File: config.mk
export PLATFORM = sky130hd
export DESIGN_NAME = bitscan_iter
export DESIGN_NICKNAME = d
export VERILOG_FILES = /design/src/rtl/bitscan_pkg.sv /design/src/rtl/msb.sv /design/src/rtl/onehot_enc.sv /design/src/rtl/ones.sv /design/src/rtl/bitscan_iter.sv
export SDC_FILE = /design/constraint.sdc
export NUM_CORES = 1
export LEC_CHECK = 0
export BUFFER_PORTS_ARGS = -buffer_cell sky130_fd_sc_hd__buf_2
export CAP_MARGIN = 20
export CORE_MARGIN = 3
export CORE_UTILIZATION = 45
export DETAILED_ROUTE_END_ITERATION = 10
export GPL_ROUTABILITY_DRIVEN = 0
export PLACE_DENSITY = 0.74
export SYNTH_ARGS = -nofsm -noshare
export SYNTH_HDL_FRONTEND = slang
export SYNTH_HIERARCHICAL = 1
export SYNTH_SLANG_ARGS = --single-unit
export TNS_END_PERCENT = 50
File: constraint.sdc
create_clock -name clk -period 2.95 [get_ports clk]
set_input_delay 0.295 -clock clk [delete_from_list [all_inputs] [get_ports clk]]
set_output_delay 0.295 -clock clk [all_outputs]
set_load 0.02 [all_outputs]
File: src/rtl/bitscan_pkg.sv
// Shared definitions for the bitscan_iter set-bit iterator.
package bitscan_pkg;

    localparam int WIDTH = 16;
    localparam int IDXW  = 4;

    typedef enum logic {
        IDLE,
        EMIT
    } state_t;

    typedef logic [WIDTH-1:0] word_t;
    typedef logic [IDXW-1:0]  idx_t;
    typedef logic [IDXW:0]    cnt_t;

endpackage

File: src/rtl/msb.sv
// Most-significant-bit isolator: keeps only the highest set bit of din.
module msb #(
    parameter int WIDTH = 16
) (
    input  logic [WIDTH-1:0] din,
    output logic [WIDTH-1:0] dout
);

    always_comb begin
        dout = '0;
        // Ascending scan: the last set bit seen is the highest one.
        for (int unsigned i = 0; i < WIDTH; i++) begin
            if (din[i]) begin
                dout    = '0;
                dout[i] = 1'b1;
            end
        end
    end

endmodule

File: src/rtl/onehot_enc.sv
// One-hot to binary index encoder; an all-zero input encodes to 0.
module onehot_enc #(
    parameter int WIDTH = 16,
    parameter int IDXW  = 4
) (
    input  logic [WIDTH-1:0] onehot,
    output logic [IDXW-1:0]  idx
);

    always_comb begin
        idx = '0;
        for (int unsigned i = 0; i < WIDTH; i++) begin
            if (onehot[i]) begin
                idx = idx | IDXW'(i);
            end
        end
    end

endmodule

File: src/rtl/ones.sv
// Population counter: number of set bits in din.
module ones #(
    parameter int WIDTH = 16,
    parameter int CW    = $clog2(WIDTH) + 1
) (
    input  logic [WIDTH-1:0] din,
    output logic [CW-1:0]    count
);

    always_comb begin
        count = '0;
        for (int unsigned i = 0; i < WIDTH; i++) begin
            count = count + CW'(din[i]);
        end
    end

endmodule

File: src/rtl/bitscan_iter.sv
// Set-bit iterator: accepts a word, emits each set-bit index highest first.
// Define BITSCAN_COUNT_EN to report the word's popcount on out_count.
module bitscan_iter #(
    parameter int WIDTH = 16,
    parameter int IDXW  = 4
) (
    input  logic             clk,
    input  logic             reset,
    input  logic             in_valid,
    output logic             in_ready,
    input  logic [WIDTH-1:0] in_data,
    output logic             out_valid,
    input  logic             out_ready,
    output logic [IDXW-1:0]  out_idx,
    output logic             out_last,
    output logic             out_empty,
    output logic [IDXW:0]    out_count
);

    import bitscan_pkg::*;

    state_t          state;
    state_t          state_nxt;
    logic [WIDTH-1:0] rem;
    logic [WIDTH-1:0] top;
    logic [WIDTH-1:0] rest;
    idx_t            top_idx;
    cnt_t            cnt;
    logic            accept;
    logic            take;
    logic            is_last;

    msb #(.WIDTH(WIDTH)) u_msb (
        .din  (rem),
        .dout (top)
    );

    onehot_enc #(.WIDTH(WIDTH), .IDXW(IDXW)) u_enc (
        .onehot (top),
        .idx    (top_idx)
    );

    assign rest    = rem & ~top;
    assign is_last = (rest == '0);
    assign accept  = (state == IDLE) && in_valid;
    assign take    = (state == EMIT) && out_ready;

    always_ff @(posedge clk) begin
        if (reset) begin
            state <= IDLE;
        end else begin
            state <= state_nxt;
        end
    end

    always_comb begin
        state_nxt = state;
        case (state)
            IDLE:    if (in_valid)             state_nxt = EMIT;
            EMIT:    if (out_ready && is_last) state_nxt = IDLE;
            default: state_nxt = IDLE;
        endcase
    end

    // rem is cleared on the final take so IDLE always shows an empty word.
    always_ff @(posedge clk) begin
        if (reset) begin
            rem <= '0;
        end else if (accept) begin
            rem <= in_data;
        end else if (take) begin
            rem <= is_last ? '0 : rest;
        end
    end

`ifdef BITSCAN_COUNT_EN
    cnt_t pop;

    ones #(.WIDTH(WIDTH), .CW(IDXW + 1)) u_ones (
        .din   (in_data),
        .count (pop)
    );

    always_ff @(posedge clk) begin
        if (reset) begin
            cnt <= '0;
        end else if (accept) begin
            cnt <= pop;
        end
    end
`else
    assign cnt = '0;
`endif

    always_comb begin
        in_ready  = 1'b0;
        out_valid = 1'b0;
        out_idx   = '0;
        out_last  = 1'b0;
        out_empty = 1'b0;
        out_count = '0;
        case (state)
            IDLE: begin
                in_ready = 1'b1;
            end
            EMIT: begin
                out_valid = 1'b1;
                out_idx   = top_idx;
                out_last  = is_last;
                // rem can only be zero in EMIT when the accepted word was zero.
                out_empty = (rem == '0);
                out_count = cnt;
            end
            default: begin
                in_ready = 1'b0;
            end
        endcase
    end

endmodule
== After elaboration in Yosys (flattened, before gate mapping) ==
Index checks and enable logic that the tools add are counted.
Cells by class
  shift-type cells: 0
  add/subtract/negate cells: 0
  order comparisons: 0
  multiplexer cells: 42
  eq/ne operators: 0
  bitwise gates (word level): 3
  reductions and logical operators: 6
  divide/modulo/power cells: 0
  multiply operators: 0
Operator list (number)
  $mux 16: 4
  $mux 4: 10
  $logic_not 16->1: 2
  $and 16x16->16: 1
  $not 16->16: 1
  $mux 15: 1
  $mux 3: 5
  $mux 14: 1
  $mux 13: 1
  $mux 12: 1
  $mux 11: 1
  $mux 10: 1
  $mux 9: 1
  $mux 1: 8
  $mux 8: 1
  $mux 7: 1
  $mux 2: 3
  $mux 6: 1
  $mux 5: 1
  $logic_and 1x1->1: 3
  $pmux 1 s2: 1
  $reduce_bool 2->1: 1
  $not 1->1: 1
Word-level totals
  output and inout bits: 13
  register bits: 17
  ROM bits: 0
  bits in latches: 0
  memories: 0
  word-level logic and storage cells: 53
  bits of input ports: 20
  RAM bits: 0

== Depth between registers and ports, before layout ==
Gate-level depths: netlist of the first run.
  word-level depth: 32
  gate-level depth with buffers: 7
  mapped depth without buffers: 6

== Modules after synthesis ==
Netlist of the first run, hierarchy kept.
By module, submodules not included
  bitscan_iter: area each 1056.0 um^2, instances 1, cells each 116, seq. area each 340.3 um^2
  msb: area each 210.2 um^2, instances 1, cells each 31, seq. area each 0.0 um^2
  onehot_enc: area each 65.1 um^2, instances 1, cells each 11, seq. area each 0.0 um^2

== Worst setup path after synthesis of the first run ==
Ideal clock, no wire load.
  kind: reg2out
  start: register rem[15]
  end: output port out_last
  buffers on the path: 0
  cell stages (with the launch flop): 7
  slack: 0.404 ns
  data required time: 2.655 ns
  data arrival time: 2.251 ns
  path through: dfxtp_1 or4_4 nor4b_1 nand2b_1 o2111ai_1 nor4_1 and2_2
Between the ends
  word-level cells in the longest chain between the ends: 5
Ends and longest elaborated chain
  start, declared: line bitscan_iter.sv:24  | logic [WIDTH-1:0] rem;
  start signal, assigned: line bitscan_iter.sv:70  | rem <= in_data;
  start signal, assigned: line bitscan_iter.sv:72  | rem <= is_last ? '0 : rest;
  $mux 16: line msb.sv:13  | if (din[i]) begin
  via top[9]: line bitscan_iter.sv:25  | logic [WIDTH-1:0] top;
  $not 16->16: line bitscan_iter.sv:43  | assign rest = rem & ~top;
  $and 16x16->16: line bitscan_iter.sv:43
  $logic_not 16->1: line bitscan_iter.sv:44  | assign is_last = (rest == '0);
  $mux 1: line bitscan_iter.sv:102  | case (state)
  end, declared: line bitscan_iter.sv:15  | output logic out_last,
The timed path passes the listed nets, and every way through them passes these cells.

== Worst setup path in the final report of the first run ==
  start: register rem[10]
  end: output port out_last
Between the ends
  word-level cells in the longest chain between the ends: 10
Ends and longest elaborated chain (line)
  $mux 11: msb.sv:13
  $mux 12: msb.sv:13
  $mux 13: msb.sv:13
  $mux 14: msb.sv:13
  $mux 15: msb.sv:13
  $mux 16: msb.sv:13
  via top[2]: bitscan_iter.sv:25
  $not 16->16: bitscan_iter.sv:43
  $and 16x16->16: bitscan_iter.sv:43
  $logic_not 16->1: bitscan_iter.sv:44
  $mux 1: bitscan_iter.sv:102
The timed path passes the listed nets, and every way through them passes these cells.

==> flow_summary.yaml, run 1 <==
critical_path:
  criticalPathCategory: "reg -> out"
  cp_data_arrival_time_ps: 2550
  reg2reg_from: "rem[10]"
  timing.critical_path.from: "rem[10]"
  rr_endpoint: "state"
  required_ps: 2650
  reg2regPathDepth: 6
  start_kind: "flip-flop"
  path_max_fanout: 8
  r2r_slack_ps: 790
  critPathCapture: "out_last"
  cp-end-kind: "primary output"
global_route:
  grt_pass1_vias: 1292
  grt_pass1_wl_mm: 5.89
  grt_start_max_net_pins: 18
  gr-total-overflow: 0
  antenna_found_initial: 0
  grt_usage: 0.211
power_and_ir_drop:
  vdd_ir_drop_max_v: 0.000283
  power_density_mw_per_mm2: 398
  p_leak_nw: 0.614
  total_power_mw: 0.643
die:
  core.rowCount: 19
  die-height_microns: 60.4
  dieWidth_microns: 60.4
  start_util: 0.479
  die_area_sq_mm: 0.00365
  coreArea_sq_mm: 0.00278
  io_pins: 33
timing:
  post-route-period-util: 0.966
  setup_viol: 0
  post-route-min-period_ps: 2850
  relSlewSlack: 0.518
  finalSetupTns_ps: 0
  hold_ws_ps: 212
  maxSlewViolCount: 0
  grt_setup_unrepaired: "false"
  hold_viol: 0
  tightest_slew_ps: 721
  fin_skew_ps: 3.66
  fmaxAchievable_mhz: 351
outcome:
  outcome: "finished, final reports clean"
synthesis:
  synth.largest_area_cell: "dfxtp_1"
  synth_top_cell_area_share: 0.256
  synthDistinctLibCells: 33
  syn_area_per_cell_sq_um: 8.43
  yosys_warnings: 6
  synth-seq-cells: 17
  ys_top_cells_by_area: "dfxtp_1, a22oi_2, nor4_1"
  seq_area_frac_synth: 0.256
  syn_inst: 158
  syn_area_sq_mm: 0.00133
layout:
  fin_cells: 222
  nets: 212
  drive_above_1_share: 0.513
  nFillCells: 260
  syn_to_final_growth_pct: 21.1
  antennaDiodeCount: 0
  multiInputGateArea_sq_um: 947
  finalCoreUtilization: 0.580
  regArea_sq_um: 342
routing:
  drt_wl_total_mm: 3.69
  dr_total_vias: 1347
  dr.first_iter.drc_count: 60
  vias_per_cell: 6.07
  wire_per_inst_microns: 16.6
  drtAntennaViolNets: 0
  drc: 0
  dr.pass1.iters: 4
cts:
  path_clk_slew_ps: 100
  cts_root_buf: "clkbuf_4"
  clk_latency_ps: 300
  cts_tree: "done"
  clockBufferDepth: 2
  cts_buffers: 3
  cts.sinks: 17
  htreeDepth: 1
  postCtsHoldBufs: 0
min_path:
  hp-class: "in -> reg"
place:
  io_buffers: 27
  hpwl_mm: 2.64
  dp_cells: 217
flow_run:
  timing.max_cap.violations: 0
==> Yosys cell counts <==
master / instances
nor3_1: 3
buf_4: 6
a22oi_1: 6
nand4_1: 1
nor2b_1: 1
nor4b_1: 2
nand2b_1: 14
nor4_1: 17
o21ai_0: 6
nor4_2: 1
nor2_2: 10
mux2_4: 1
and2_2: 5
o2111ai_1: 4
or4_4: 1
nor3b_1: 2
and2b_2: 1
inv_1: 9
nor2_1: 9
dfxtp_1: 17
or4b_2: 2
nand2_1: 5
or4_1: 2
a311oi_1: 1
buf_2: 1
clkbuf_4: 1
o21ai_2: 10
buf_6: 4
clkbuf_1: 2
a22oi_2: 10
clkbuf_2: 1
conb_1: 1
or3b_2: 2
==> power by group <==
group	switching, mW	total (mW)	internal (mW)	leakage [nW]
Clock	0.0775	0.130	0.0528	0.0150
Sequential	0.0260	0.269	0.243	0.140
Combinational	0.138	0.243	0.105	0.459
Total	0.242	0.643	0.401	0.614
==> repair_timing <==
item,in CTS,in global routing
buffers inserted,0,0
endpoints found under the setup margin,1,1
gates cloned,0,1
hold endpoints to repair,0,0
gates resized for setup,7,8
pin swaps,1,2
==> worst max-delay path: stages (launching register included) <==
cell	delay [ps]
dfxtp_1	390
or4_4	640
nor4_4	350
nand2b_1	150
o2111ai_1	130
nor4_2	260
and2_2	180
buf_2	150
==> layer usage <==
layer  up-vias  global-route usage  part of all wire
met5         -                   0                 0
met4         0              0.0601             0.025
met3        14              0.0596             0.056
met2        38               0.370              0.49
met1       653               0.251              0.43
li1        642                   -                 -
==> state kept, by name, summed over array words and instances, names as in the netlist <==
| signal | count |
|---|---|
| rem | 16 |
| state | 1 |
==> layout by cell type (no fill, tap or decap), drive strengths merged, types with 2 or more instances in the layout <==
cell type  instances
a22oi             16
and2               5
buf               39
clkbuf             4
conb               5
dfxtp             17
inv                9
nand2              5
nand2b            14
nor2              19
nor3               3
nor3b              2
nor4              18
nor4b              2
o2111ai            4
o21ai             16
or3b               2
or4                4
or4b               2
==> through the flow <==
stage	cell area (sq um)	setup slack [ps]
finish	1610	101
global route	1610	4.70
CTS	1570	15.6
detailed placement	1500	114
global placement	1500	289
floorplan	1350	404
==> layout make-up <==
class,instances,area share
multi-input cells,122,0.587
flip-flops and latches,17,0.212
repair buffers,39,0.140
well taps,31,0.0240
inverters,9,0.0209
clock buffers,4,0.0163
==> cells by family (layout without fill, tap and decap cells) <==
logic type,after synthesis,in the layout,share of synthesized area
AO/OA/AOI/OAI,37,37,0.249
other,1,5,0.00282
AND/OR/NAND/NOR,78,79,0.369
flip-flops,17,17,0.256
multiplexers,1,1,0.0113
buffers and inverters,24,52,0.112
==> worst min path at each step <==
stage	to	cells past startpoint	startpoint	slack [ps]
CTS	state	2	out_ready	210
floorplan	state	1	out_ready	410
global placement	state	2	out_ready	530
finish	state	2	out_ready	210
global route	state	2	out_ready	230
detailed placement	state	2	out_ready	530
Power figures use the tool's default switching activity.
==> run 2: changes to the inputs <==
--- a/config.mk
+++ b/config.mk
@@ -12,6 +12,7 @@
 export DETAILED_ROUTE_END_ITERATION = 10
 export GPL_ROUTABILITY_DRIVEN = 0
 export PLACE_DENSITY = 0.74
+export RECOVER_POWER = 100
 export SYNTH_ARGS = -nofsm -noshare
 export SYNTH_HDL_FRONTEND = slang
 export SYNTH_HIERARCHICAL = 1
==> flow_summary.yaml, run 2 (synthesis results as in run 1) <==
layout:
  syn_to_final_growth_pct: 18.0
  reg.largest.list: "rem: 16 flops, state: 1 flops"
  final_common_cell: "buf_2"
  nets: 212
  mostFrequentLayoutCells: "buf_2, dfxtp_1, nand2b_1"
  antennaDiodeCount: 0
  nFillCells: 272
  largest_reg_flops: 16
  drive_above_1_share: 0.440
  regMostFlops: "rem"
timing:
  hold_ws_ps: 212
  hold_viol: 0
  finalWorstSetupSlack_ps: 111
  finalSetupTns_ps: 0
  relSlewSlack: 0.568
  tightest_slew_ps: 647
  fmaxAchievable_mhz: 352
  maxSlewViolCount: 0
  grt_setup_unrepaired: "false"
  setup_viol: 0
  fin_skew_ps: 1.26
  post-route-min-period_ps: 2840
  post-route-period-util: 0.962
routing:
  drtAntennaViolNets: 0
  route.met3.wl_microns: 232
  dr_wl_met2_mm: 1.85
  wire_per_inst_microns: 16.8
  drt-met1-wl_mm: 1.55
  drc: 0
  dr.first_iter.drc_count: 50
  dr_total_vias: 1360
  drt_wl_total_mm: 3.72
  dr.pass1.iters: 4
  vias_per_cell: 6.13
  routed.top_layer: "met4"
cts:
  cts_buffers: 3
  cts_root_buf: "clkbuf_4"
  cts.sinks: 17
  postCtsHoldBufs: 0
  path_clk_slew_ps: 100
  clockBufferDepth: 2
  cts_tree: "done"
  clk_latency_ps: 300
  post-cts-setup-buffers: 0
  htreeDepth: 1
global_route:
  grt_start_max_net_pins: 18
  grt_pass1_vias: 1292
  gr-total-overflow: 0
  antenna_found_initial: 0
  grt_pass1_wl_mm: 5.89
  grt_usage: 0.211
die:
  coreArea_sq_mm: 0.00278
  io_pins: 33
  start_util: 0.479
  die-height_microns: 60.4
  core.rowCount: 19
  dieWidth_microns: 60.4
  die_area_sq_mm: 0.00365
min_path:
  hp-class: "in -> reg"
  hp-start: "out_ready"
  hold_end: "state"
  worstHoldPathCells: 2
critical_path:
  cp_num_buf_inv: 1
  rr_endpoint: "state"
  start_kind: "flip-flop"
  reg2regPathDepth: 6
  crit_slowest_cell: "or4_4"
  cp_data_arrival_time_ps: 2540
  reg2reg_from: "rem[10]"
  cp-end-kind: "primary output"
  criticalPathCategory: "reg -> out"
  required_ps: 2650
  crit_chain: "or4_4 > nor4_4 > nand2b_1 > o2111ai_1 > nor4_2 > and2_2 > buf_2"
  path_max_fanout: 8
  critPathMaxStageDelay_ps: 630
  critical_path.top_delay_family: "simple AND/OR/NAND/NOR gates"
  r2r_slack_ps: 790
place:
  place_ws_ps: 114
  io_buffers: 27
  hpwl_mm: 2.64
power_and_ir_drop:
  p_leak_nw: 0.573
  vdd_ir_drop_max_v: 0.000287
  power_density_mw_per_mm2: 405
outcome:
  outcome: "finished, final reports clean"
flow_run:
  timing.max_cap.violations: 0
-- run 2: cell count changes in the layout (fill, tap and decap cells not counted), sizes merged --
cell	previous run	this run
buf	39	30
clkbuf	4	13
-- run 2: metal layers --
layer	GRT usage	vias to the layer above
li1	-	643
met1	0.251	659
met2	0.370	45
met3	0.0596	13
met4	0.0601	0
met5	0	-
-- run 2: final cells by class --
type,instances,area (sq um),area share
clock buffer,4,26.3,0.0167
inverter,9,33.8,0.0215
multi-input combinational,122,925,0.588
sequential,17,342,0.217
tap,31,38.8,0.0247
timing repair buffer,39,206,0.131
-- run 2: worst register-to-register path, stage by stage, from the launching register on --
cell,delay (ps)
dfxtp_1,390
or4_4,630
nor4_4,350
nand2b_1,150
o2111ai_1,130
nor4_2,260
a311oi_1,120
-- run 2: timing repair --
item	CTS	global route
endpoints found under the setup margin	1	1
gates resized for setup	7	8
gates cloned	0	1
pin swaps	1	2
-- run 2: power by group --
part / switching (mW) / internal, mW / total [mW]
clock network: 0.0790 / 0.0528 / 0.132
registers: 0.0258 / 0.243 / 0.269
logic: 0.135 / 0.0994 / 0.235
total: 0.240 / 0.396 / 0.636
-- run 2: how the worst max path moves through the flow --
stage | endpoint | start | depth (start not counted) | slack [ps]
CTS | out_last | rem[14] | 7 | 20
global placement | out_last | rem[11] | 7 | 290
finish | out_last | rem[10] | 7 | 110
floorplan | out_last | rem[15] | 6 | 400
detailed placement | out_last | rem[11] | 7 | 110
global route | out_last | rem[13] | 7 | 10
-- run 2: metrics by stage --
step / utilization / total power [mW] / std cells / area [sq um]
after detailed placement: 0.538 / 0.487 / 217 / 1500
after global placement: 0.538 / 0.480 / 217 / 1500
after floorplan: - / 0.442 / 162 / 1350
after CTS: 0.563 / 0.629 / 221 / 1570
after global routing: 0.565 / 0.668 / 222 / 1570
final: 0.565 / 0.636 / 222 / 1570
